## src/rtl/hm_pkg.sv

```systemverilog
// Shared definitions for the heartbeat pulse generator: FSM state encoding,
// default field widths and a small width helper.
package hm_pkg;

  typedef enum logic [1:0] {
    ST_IDLE = 2'd0,
    ST_HIGH = 2'd1,
    ST_LOW  = 2'd2
  } hm_state_e;

  localparam int PER_W_DEF = 12;
  localparam int PW_W_DEF  = 8;

  function automatic int max_w(input int a, input int b);
    return (a > b) ? a : b;
  endfunction

endpackage

```

## src/rtl/tick_prescaler.sv

```systemverilog
// Divides clk down to a one-cycle tick every TICK_DIV cycles; the count is
// held at zero while not enabled so every run starts on a fresh boundary.
module tick_prescaler #(
  parameter int TICK_DIV = 100000
) (
  input  logic clk,
  input  logic clr,
  input  logic enb,
  output logic tick
);

  localparam int            CW   = (TICK_DIV > 1) ? $clog2(TICK_DIV) : 1;
  localparam logic [CW-1:0] LAST = CW'(TICK_DIV - 1);

  logic [CW-1:0] cnt_r;

  // Free-running modulo-TICK_DIV counter, cleared whenever the generator is idle
  always_ff @(posedge clk or posedge clr) begin
    if (clr) begin
      cnt_r <= '0;
    end else if (!enb || (cnt_r == LAST)) begin
      cnt_r <= '0;
    end else begin
      cnt_r <= cnt_r + CW'(1'b1);
    end
  end

  // Gated by enb so a stale count left over from an aborted run never ticks
  assign tick = enb && (cnt_r == LAST);

endmodule

```

## src/rtl/heartbeat_pulse_gen.sv

```systemverilog
// Heartbeat pulse generator: IDLE/HIGH/LOW FSM timed in prescaled ticks,
// with optional finite bursts, beat counting and a sticky config-error flag.
module heartbeat_pulse_gen
  import hm_pkg::*;
#(
  parameter int TICK_DIV = 100000,
  parameter int PER_W    = PER_W_DEF,
  parameter int PW_W     = PW_W_DEF
) (
  input  logic             clk,
  input  logic             clr,
  input  logic             enb,
  input  logic [PER_W-1:0] period_t,
  input  logic [PW_W-1:0]  width_t,
  input  logic [3:0]       n_beats,
  output logic             pulse,
  output logic [3:0]       beat_cnt,
  output logic             busy,
  output logic             done,
  output logic             cfg_err
);

  localparam int CNT_W = max_w(PER_W, PW_W);

  hm_state_e        state_r, nx_s;
  logic [CNT_W-1:0] per_r, wid_r, ph_r, low_len_s;
  logic [3:0]       nb_r, burst_r, beat_r;
  logic             pulse_r, busy_r, done_r, err_r;
  logic             tick_s, cfg_ok_s, high_end_s, low_end_s, last_s, done_s;

  tick_prescaler #(.TICK_DIV(TICK_DIV)) u_presc (
    .clk  (clk),
    .clr  (clr),
    .enb  (busy_r),
    .tick (tick_s)
  );

  assign cfg_ok_s   = (period_t != '0) && (width_t != '0) &&
                      (CNT_W'(width_t) < CNT_W'(period_t));
  assign low_len_s  = per_r - wid_r;
  assign high_end_s = tick_s && (ph_r == (wid_r - CNT_W'(1'b1)));
  assign low_end_s  = tick_s && (ph_r == (low_len_s - CNT_W'(1'b1)));
  assign last_s     = (nb_r != 4'd0) && (burst_r == nb_r);

  // Next-state decode; enb low in LOW aborts at once, in HIGH only at phase end
  always_comb begin
    nx_s   = state_r;
    done_s = 1'b0;
    case (state_r)
      ST_IDLE: begin
        if (enb && cfg_ok_s) begin
          nx_s = ST_HIGH;
        end else begin
          nx_s = ST_IDLE;
        end
      end
      ST_HIGH: begin
        if (high_end_s) begin
          nx_s = enb ? ST_LOW : ST_IDLE;
        end else begin
          nx_s = ST_HIGH;
        end
      end
      ST_LOW: begin
        if (!enb) begin
          nx_s = ST_IDLE;
        end else if (low_end_s && last_s) begin
          nx_s   = ST_IDLE;
          done_s = 1'b1;
        end else if (low_end_s) begin
          nx_s = ST_HIGH;
        end else begin
          nx_s = ST_LOW;
        end
      end
      default: begin
        nx_s = ST_IDLE;
      end
    endcase
  end

  // State register
  always_ff @(posedge clk or posedge clr) begin
    if (clr) begin
      state_r <= ST_IDLE;
    end else begin
      state_r <= nx_s;
    end
  end

  // Config capture, phase/burst/beat counters and registered outputs
  always_ff @(posedge clk or posedge clr) begin
    if (clr) begin
      per_r   <= '0;
      wid_r   <= '0;
      nb_r    <= 4'd0;
      ph_r    <= '0;
      burst_r <= 4'd0;
      beat_r  <= 4'd0;
      pulse_r <= 1'b0;
      busy_r  <= 1'b0;
      done_r  <= 1'b0;
      err_r   <= 1'b0;
    end else begin
      if ((state_r == ST_IDLE) && enb) begin
        err_r <= !cfg_ok_s;
      end
      if ((state_r == ST_IDLE) && (nx_s == ST_HIGH)) begin
        per_r <= CNT_W'(period_t);
        wid_r <= CNT_W'(width_t);
        nb_r  <= n_beats;
      end
      if (nx_s != state_r) begin
        ph_r <= '0;
      end else if (tick_s) begin
        ph_r <= ph_r + CNT_W'(1'b1);
      end
      if ((nx_s == ST_HIGH) && (state_r != ST_HIGH)) begin
        beat_r  <= beat_r + 4'd1;
        burst_r <= (state_r == ST_IDLE) ? 4'd1 : (burst_r + 4'd1);
      end else if (nx_s == ST_IDLE) begin
        burst_r <= 4'd0;
      end
      pulse_r <= (nx_s == ST_HIGH);
      busy_r  <= (nx_s != ST_IDLE);
      done_r  <= done_s;
    end
  end

  assign pulse    = pulse_r;
  assign beat_cnt = beat_r;
  assign busy     = busy_r;
  assign done     = done_r;
  assign cfg_err  = err_r;

endmodule

```

## config.mk

```make
export PLATFORM = sky130hd
export DESIGN_NAME = heartbeat_pulse_gen
export DESIGN_NICKNAME = d
export VERILOG_FILES = /design/src/rtl/hm_pkg.sv /design/src/rtl/tick_prescaler.sv /design/src/rtl/heartbeat_pulse_gen.sv
export SDC_FILE = /design/constraint.sdc
export NUM_CORES = 1
export LEC_CHECK = 0
export ABC_CLOCK_PERIOD_IN_PS = 5510
export CORE_MARGIN = 1.5
export CORE_UTILIZATION = 40
export CTS_BUF_LIST = sky130_fd_sc_hd__clkbuf_8
export DETAILED_ROUTE_END_ITERATION = 8
export PLACE_DENSITY = 0.69
export SYNTH_ARGS = -nofsm -noshare
export SYNTH_HDL_FRONTEND = slang
export SYNTH_HIERARCHICAL = 1
export SYNTH_SLANG_ARGS = --single-unit
```

## constraint.sdc

```tcl
create_clock -name clk -period 5.51 [get_ports clk]
set_input_delay 1.102 -clock clk [delete_from_list [all_inputs] [get_ports clk]]
set_output_delay 1.102 -clock clk [all_outputs]
set_load 0.1 [all_outputs]
```

==> results of run 1 <==
-- sequential cells by signal, summed over array words and instances (netlist names), 2 cells and up --
| name | cells |
|---|---|
| state_r | 2 |
| burst_r | 4 |
| beat_cnt | 4 |
| per_r | 12 |
| ph_r | 12 |
| nb_r | 4 |
| u_presc/cnt_r | 17 |
| wid_r | 8 |
-- stage by stage --
stage               area, sq um  total power (uW)  util [%]  worst slack, ns
CTS                        4870              2060      47.4             1.84
finish                     4870              2040      47.4             1.87
detailed placement         4680              1640      45.5             1.72
global placement           4680              1610      45.5             1.76
floorplan                  4220              1420         -             2.38
global route               4870              2190      47.4             1.45
-- cell usage after synthesis, drive strengths merged, types with 3 or more instances --
cell type  instances  area [sq um]
a211oi             4          30.0
a21o               6          45.0
a21oi             16          87.6
and2               5          31.3
and3               7          43.8
and4               3          27.5
buf                6          41.3
clkbuf             9          33.8
dfrtp             67          1680
ha                20           250
inv               26          97.6
mux2              16           180
nand2             29           109
nand2b             3          18.8
nand3             19           100
nand4             18           125
nor2              45           169
nor3              10          66.3
nor4              10          87.6
o21ai             15          90.1
o2bb2ai            3          26.3
or2                4          25.0
or4                4          33.8
xnor2             29           254
xor2              31           272
-- cells by family (layout without fill, tap and decap cells) --
| kind of cell | after synthesis | in the layout | synth area share (%) |
|---|---|---|---|
| mux | 17 | 17 | 4.51 |
| flops | 67 | 67 | 39.8 |
| fa+ha+maj | 21 | 21 | 6.41 |
| simple gates | 167 | 167 | 21.9 |
| buf+inv | 41 | 78 | 4.09 |
| compound gates | 63 | 63 | 10.9 |
| xor+xnor | 60 | 60 | 12.5 |
-- layout make-up --
class,instances,area [sq um],area share (%)
clock buffers,10,138,2.82
flip-flops and latches,67,1680,34.4
inverters,26,97.6,2.00
clock inverters,6,56.3,1.16
well taps,136,170,3.49
multi-input cells,328,2380,48.8
repair buffers,36,355,7.29
-- path summary, 6_finish.rpt --
path / to / slack [ns] / startpoint / depth (start not counted)
min reg2reg: beat_cnt[3]$_DFFE_PP0P_ / 0.47 / beat_cnt[3]$_DFFE_PP0P_ / 1
min in group asynchronous: u_presc/cnt_r[15]$_DFF_PP0_ / 1.20 / clr / 2
max reg2reg: ph_r[4]$_DFFE_PP0P_ / 1.87 / u_presc/cnt_r[0]$_DFF_PP0_ / 10
max: ph_r[4]$_DFFE_PP0P_ / 1.87 / u_presc/cnt_r[0]$_DFF_PP0_ / 10
max in group asynchronous: wid_r[1]$_DFFE_PP0P_ / 3.52 / clr / 2
min: beat_cnt[3]$_DFFE_PP0P_ / 0.47 / beat_cnt[3]$_DFFE_PP0P_ / 1
-- routing by layer --
layer | vias up | wire (um)
met3 | 23 | 360
met4 | 0 | 217
met5 | - | 0
met1 | 1589 | 3970
met2 | 83 | 4200
li1 | 1606 | -
-- critical path: stages, from the launching register on --
cell       delay (ns)
dfrtp_1          0.40
ha_1             0.26
and4_2           0.28
nand3_2          0.11
nor3_1           0.62
nand3_1          0.13
or4_1            0.63
nor3_1           0.15
and4b_1          0.37
a2bb2oi_2        0.45
nor3_1           0.12
-- where the power goes --
part           internal, uW  switching, uW
Sequential              599            115
Clock                   217            192
Combinational           367            547
==> results by group, run 1 <==
Status
  • Status: finished, final reports clean

Detailed routing
  • Pre-antenna DRT Iters: 7
  • Initial drt markers: about 140
  • Mean routed wirelength per cell: 14.4 um
  • WL final: 8.75 mm
  • Vias: 3,301
  • Vias per cell: 5.42
  • Drt drc: 0
  • Post-DRT Antenna Nets: 0

Global routing
  • Vias in the first global route: about 3,200
  • Remaining Overflow, GRT: 0
  • Largest net degree at the start of global routing: 51
  • Grt met2 use: a little over a quarter
  • Initial antenna violation count: 0
  • First-pass GRT wire length: about 15 mm
  • Met3 Use GR: approximately 3.6%
  • GRT Max-Usage Layer: met2
  • GRT Resource Usage Total: 17.0%
  • Met1 Track Usage GR: 22.1%

Setup path
  • Setup CP Type: reg -> reg
  • Crit path capture type: flip-flop
  • CP Max Fanout: 12
  • Worst Path Arrival: approximately 3.9 ns
  • Critical path launch point type: flip-flop
  • CP Data Required Time: 5.72 ns

Place
  • Dpl hpwl: 6.64 mm
  • Port bufs: 34
  • GP Congestion: 0.871
  • Placed cell count: 593

CTS
  • Clock slew at reported path FFs: 0.07 ns
  • Post-CTS setup buffer count: 0
  • Clock Path Buffers: 2
  • TritonCTS clock tree: built
  • CTS sink cnt: 67
  • Root Buffer: clkbuf_8
  • CTS buffer count: 9
  • Post_cts resized: 0
  • Skew-Pair Late Insertion Delay: 0.35 ns
  • Post-CTS Hold Fix Bufs: 0
  • H-tree Lvls: 3

Synthesis
  • Synth warn: 6
  • Post-synth ARST share: 100%
  • Number of synthesized flops with an enable pin: 0
  • Syn_nets: 484
  • Post-synthesis register bit count: 67
  • Average cell area after synthesis: 9.67 sq um
  • Post-Syn Area: between 4000 and 5000 sq um
  • Post-synthesis sequential area ratio: slightly below 40%
  • Post-synthesis cell type count: 66
  • Primary FF master, synth: dfrtp_1
  • Syn Inst Count: between 400 and 500

STA
  • RSZ-0062 raised after global routing: false
  • TNS Setup: 0 ns
  • Tcrit/Tclk final: 66.1%
  • Clock skew: 0.0106 ns
  • F_max: roughly 0.27 GHz
  • Hold slack: 0.466 ns
  • Slew HR: 32.2%
  • Pins over their slew limit: 0
  • # setup viols final: 0
  • Crit path time final: approximately 3.6 ns
  • Final hold viol count: 0
  • Tightest Pin Transition: 1.02 ns

Layout
  • Commonest non-fill, non-tap cell in the layout: dfrtp_1
  • Most frequent cells in the layout: dfrtp_1 (67), nor2_1 (45), clkdlybuf4s50_1 (34)
  • Ant diodes: 0
  • Share of layout cells above drive strength 1: between 10 and 15%
  • Fill count: 985
  • Final net count: 516
  • Area growth from synthesis to layout: 15.6%
  • Fin cells: 609

Run
  • Total of max-cap violations: 0

Floorplanning
  • # rows: 37
  • Chip Width: 106 um
  • Die Ht: 106 um
  • Die area: 11,200 sq um
  • Initial Utilization: 41.0%
  • Core area: 10,300 sq um
  • I/O pin count: 35

Pwr
  • Power per cell area: 418 nW/um^2
  • Leakage: 0.00208 uW
  • Maximum vdd ir drop: 0.000216 V

Worst hold path
  • HP Class: reg -> reg
Note: power is estimated with default switching activity, not from simulation.
==> run 2: changes to the inputs <==
--- a/config.mk
+++ b/config.mk
@@ -5,12 +5,12 @@
 export SDC_FILE = /design/constraint.sdc
 export NUM_CORES = 1
 export LEC_CHECK = 0
-export ABC_CLOCK_PERIOD_IN_PS = 5510
+export ABC_CLOCK_PERIOD_IN_PS = 3100
 export CORE_MARGIN = 1.5
 export CORE_UTILIZATION = 40
 export CTS_BUF_LIST = sky130_fd_sc_hd__clkbuf_8
 export DETAILED_ROUTE_END_ITERATION = 8
-export PLACE_DENSITY = 0.69
+export PLACE_DENSITY = 0.71
 export SYNTH_ARGS = -nofsm -noshare
 export SYNTH_HDL_FRONTEND = slang
 export SYNTH_HIERARCHICAL = 1
==> constraint.sdc (replaced) <==
create_clock -name clk -period 3.1 [get_ports clk]
set_input_delay 0.62 -clock clk [delete_from_list [all_inputs] [get_ports clk]]
set_output_delay 0.62 -clock clk [all_outputs]
set_load 0.1 [all_outputs]
==> run 2 against run 1 <==
Effect of this change:
- fmax is 23% higher
- clock-buffer cell count decreased by 1
- die area unchanged
- non-clock buffer count grew 23
- power rose by 84%
- clock power is 70% higher
- clock skew is 0.0030 ns lower
- via count grew 3.2%
- core utilization up 2.5 points
- worst setup slack worse by 1.7 ns
- critical path type unchanged
- critical endpoint is now burst_r[2]$_DFFE_PP0P_
- largest power group unchanged
==> results by group, run 2 (synthesis results as in run 1) <==
Layout
  • Fin cells: 631 (was 609)
  • Commonest non-fill, non-tap cell in the layout: dfrtp_1 (unchanged)
  • Final net count: 539 (was 516)
  • Final instance area: 5130 sq um (was 4870 sq um)
  • Largest regs: u_presc/cnt_r (17), per_r (12), ph_r (12) (unchanged)
  • Max FFs per register: 17 (unchanged)
  • Area growth from synthesis to layout: 21.6% (was 15.6%)
  • Ant diodes: 0 (unchanged)
  • Post-layout util: 49.9% (was 47.4%)
  • Most frequent cells in the layout: dfrtp_1 (66), nor2_1 (45), xor2_1 (31) (was dfrtp_1 (67), nor2_1 (45), clkdlybuf4s50_1 (34))
  • Share of layout cells above drive strength 1: 20.0% (was 12.1%)
  • Largest reg by FF count: u_presc/cnt_r (unchanged)

CTS
  • H-tree Lvls: 3 (unchanged)
  • Clock slew at reported path FFs: 0.08 ns (was 0.07 ns)
  • TritonCTS clock tree: built (unchanged)
  • Clock Path Buffers: 2 (unchanged)
  • Skew-Pair Late Insertion Delay: 0.34 ns (was 0.35 ns)
  • Root Buffer: clkbuf_8 (unchanged)
  • CTS sink cnt: 67 (unchanged)
  • CTS buffer count: 9 (unchanged)

Detailed routing
  • Post-DRT Antenna Nets: 0 (unchanged)
  • Initial drt markers: 180 (was 136)
  • WL final: 9.07 mm (was 8.75 mm)
  • Vias per cell: 5.40 (was 5.42)
  • Vias: 3,407 (was 3,301)
  • Mean routed wirelength per cell: 14.4 um (about the same)
  • Pre-antenna DRT Iters: 4 (was 7)
  • Drt drc: 0 (unchanged)

Global routing
  • First-pass GRT wire length: 15.8 mm (was 15.2 mm)
  • Vias in the first global route: 3,398 (was 3,195)
  • GRT Resource Usage Total: 17.4% (was 17.0%)
  • Largest net degree at the start of global routing: 51 (unchanged)
  • Remaining Overflow, GRT: 0 (unchanged)
  • Initial antenna violation count: 0 (unchanged)

Setup path
  • CP Data Required Time: 3.36 ns (was 5.72 ns)
  • Crit-path slowest cell: or4_4 (was or4_1)
  • CP bufs+invs: 2 (was 0)
  • Critical path cell sequence: and4bb_2, nand3_1, nor3_2, buf_4, nand3_1, or4_4, buf_4, nor3_4, nand4_4, o21ba_4, a21oi_1 (was ha_1, and4_2, nand3_2, nor3_1, nand3_1, or4_1, nor3_1, and4b_1, a2bb2oi_2, nor3_1)
  • Critical path launch point type: flip-flop (unchanged)
  • CP Max Fanout: 6 (was 12)
  • Setup CP Type: reg -> reg (unchanged)
  • Crit path capture type: flip-flop (unchanged)
  • Slowest cell delay on critical path: 0.53 ns (was 0.63 ns)
  • Worst Path Arrival: 3.22 ns (was 3.85 ns)
  • CP delay by family, top: simple AND/OR/NAND/NOR gates (unchanged)
  • R2R Setup Slk: 0.14 ns (was 1.87 ns)

Floorplanning
  • Die Ht: 106 um (unchanged)
  • Chip Width: 106 um (unchanged)
  • I/O pin count: 35 (unchanged)
  • # rows: 37 (unchanged)
  • Die area: 11,200 sq um (unchanged)
  • Core area: 10,300 sq um (unchanged)
  • Initial Utilization: 41.0% (unchanged)

STA
  • Crit path time final: 2.96 ns (was 3.64 ns)
  • Clock skew: 0.00757 ns (was 0.0106 ns)
  • Final hold viol count: 0 (unchanged)
  • Tcrit/Tclk final: 95.5% (was 66.1%)
  • Pins over their slew limit: 0 (unchanged)
  • Slew HR: 57.3% (was 32.2%)
  • F_max: 0.338 GHz (was 0.274 GHz)
  • Tightest Pin Transition: 0.640 ns (was 1.02 ns)
  • Hold slack: 0.467 ns (was 0.466 ns)
  • # setup viols final: 0 (unchanged)

Place
  • GP Congestion: 0.901 (was 0.871)
  • Port bufs: 34 (unchanged)
  • Dpl hpwl: 6.87 mm (was 6.64 mm)
  • Placed cell count: 612 (was 593)
  • Placed Area: 4840 sq um (was 4680 sq um)

Pwr
  • Overall power: 3740 uW (was 2040 uW)
  • Maximum vdd ir drop: 0.000472 V (was 0.000216 V)
  • Leakage: 0.00220 uW (was 0.00208 uW)
  • Power per cell area: 729 nW/um^2 (was 418 nW/um^2)

Status
  • Status: finished, final reports clean (unchanged)

Worst hold path
  • HP Class: reg -> reg (unchanged)

Run
  • Total of max-cap violations: 0 (unchanged)
## run 2: cell count changes in the layout (fill, tap and decap cells not counted), sizes merged
cell           previous run  this run
buf                       2        33
clkdlybuf4s50            34        26
clkbuf                   10         9
clkinv                    3         2
clkinvlp                  1         2
## run 2: area by class of cell
class / instances / area (sq um)
fillers: 984 / 5150
inverters: 26 / 97.6
well taps: 136 / 170
flip-flops and latches: 67 / 1680
multi-input cells: 328 / 2450
clock buffers: 9 / 124
repair buffers: 59 / 546
clock inverters: 6 / 58.8
## run 2: layer usage
layer	share of wire (%)	global-route usage (%)	up-vias	wire, um
met3	4.3	3.34	11	387
met2	51	29.8	75	4590
met4	1.2	5.60	0	105
met1	44	22.1	1677	3990
met5	0	0	-	0
li1	-	-	1644	-
## run 2: path summary, 6_finish.rpt
check / start / endpoint / depth (start not counted)
max in group asynchronous: clr / u_presc/cnt_r[11]$_DFF_PP0_ / 2
worst min register to register: beat_cnt[3]$_DFFE_PP0P_ / beat_cnt[3]$_DFFE_PP0P_ / 1
worst max-delay path: u_presc/cnt_r[12]$_DFF_PP0_ / burst_r[2]$_DFFE_PP0P_ / 11
worst max register to register: u_presc/cnt_r[12]$_DFF_PP0_ / burst_r[2]$_DFFE_PP0P_ / 11
worst min-delay path: beat_cnt[3]$_DFFE_PP0P_ / beat_cnt[3]$_DFFE_PP0P_ / 1
min in group asynchronous: clr / beat_cnt[3]$_DFFE_PP0P_ / 3
## run 2: repair_timing
item | CTS | global route
hold buffers | 0 | 0
setup endpoints to repair | 0 | 22
setup buffers | 0 | 4
gates resized for setup | 0 | 16
## run 2: per-stage QoR
stage / setup TNS, ns / setup WS (ns)
2_1_floorplan: 0 / 0.151
3_3_place_gp: 0 / 0.0781
3_5_place_dp: -0.0202 / -0.0202
4_1_cts: 0 / 0.0543
5_1_grt: -0.00556 / -0.00556
6_report: 0 / 0.139
## run 2: power breakdown
group	leakage (uW)	switching [uW]	internal (uW)	total [uW]
Clock	0.0000923	335	361	696
Sequential	0.000855	194	1060	1260
Combinational	0.00125	1040	740	1780
Total	0.00220	1570	2170	3740
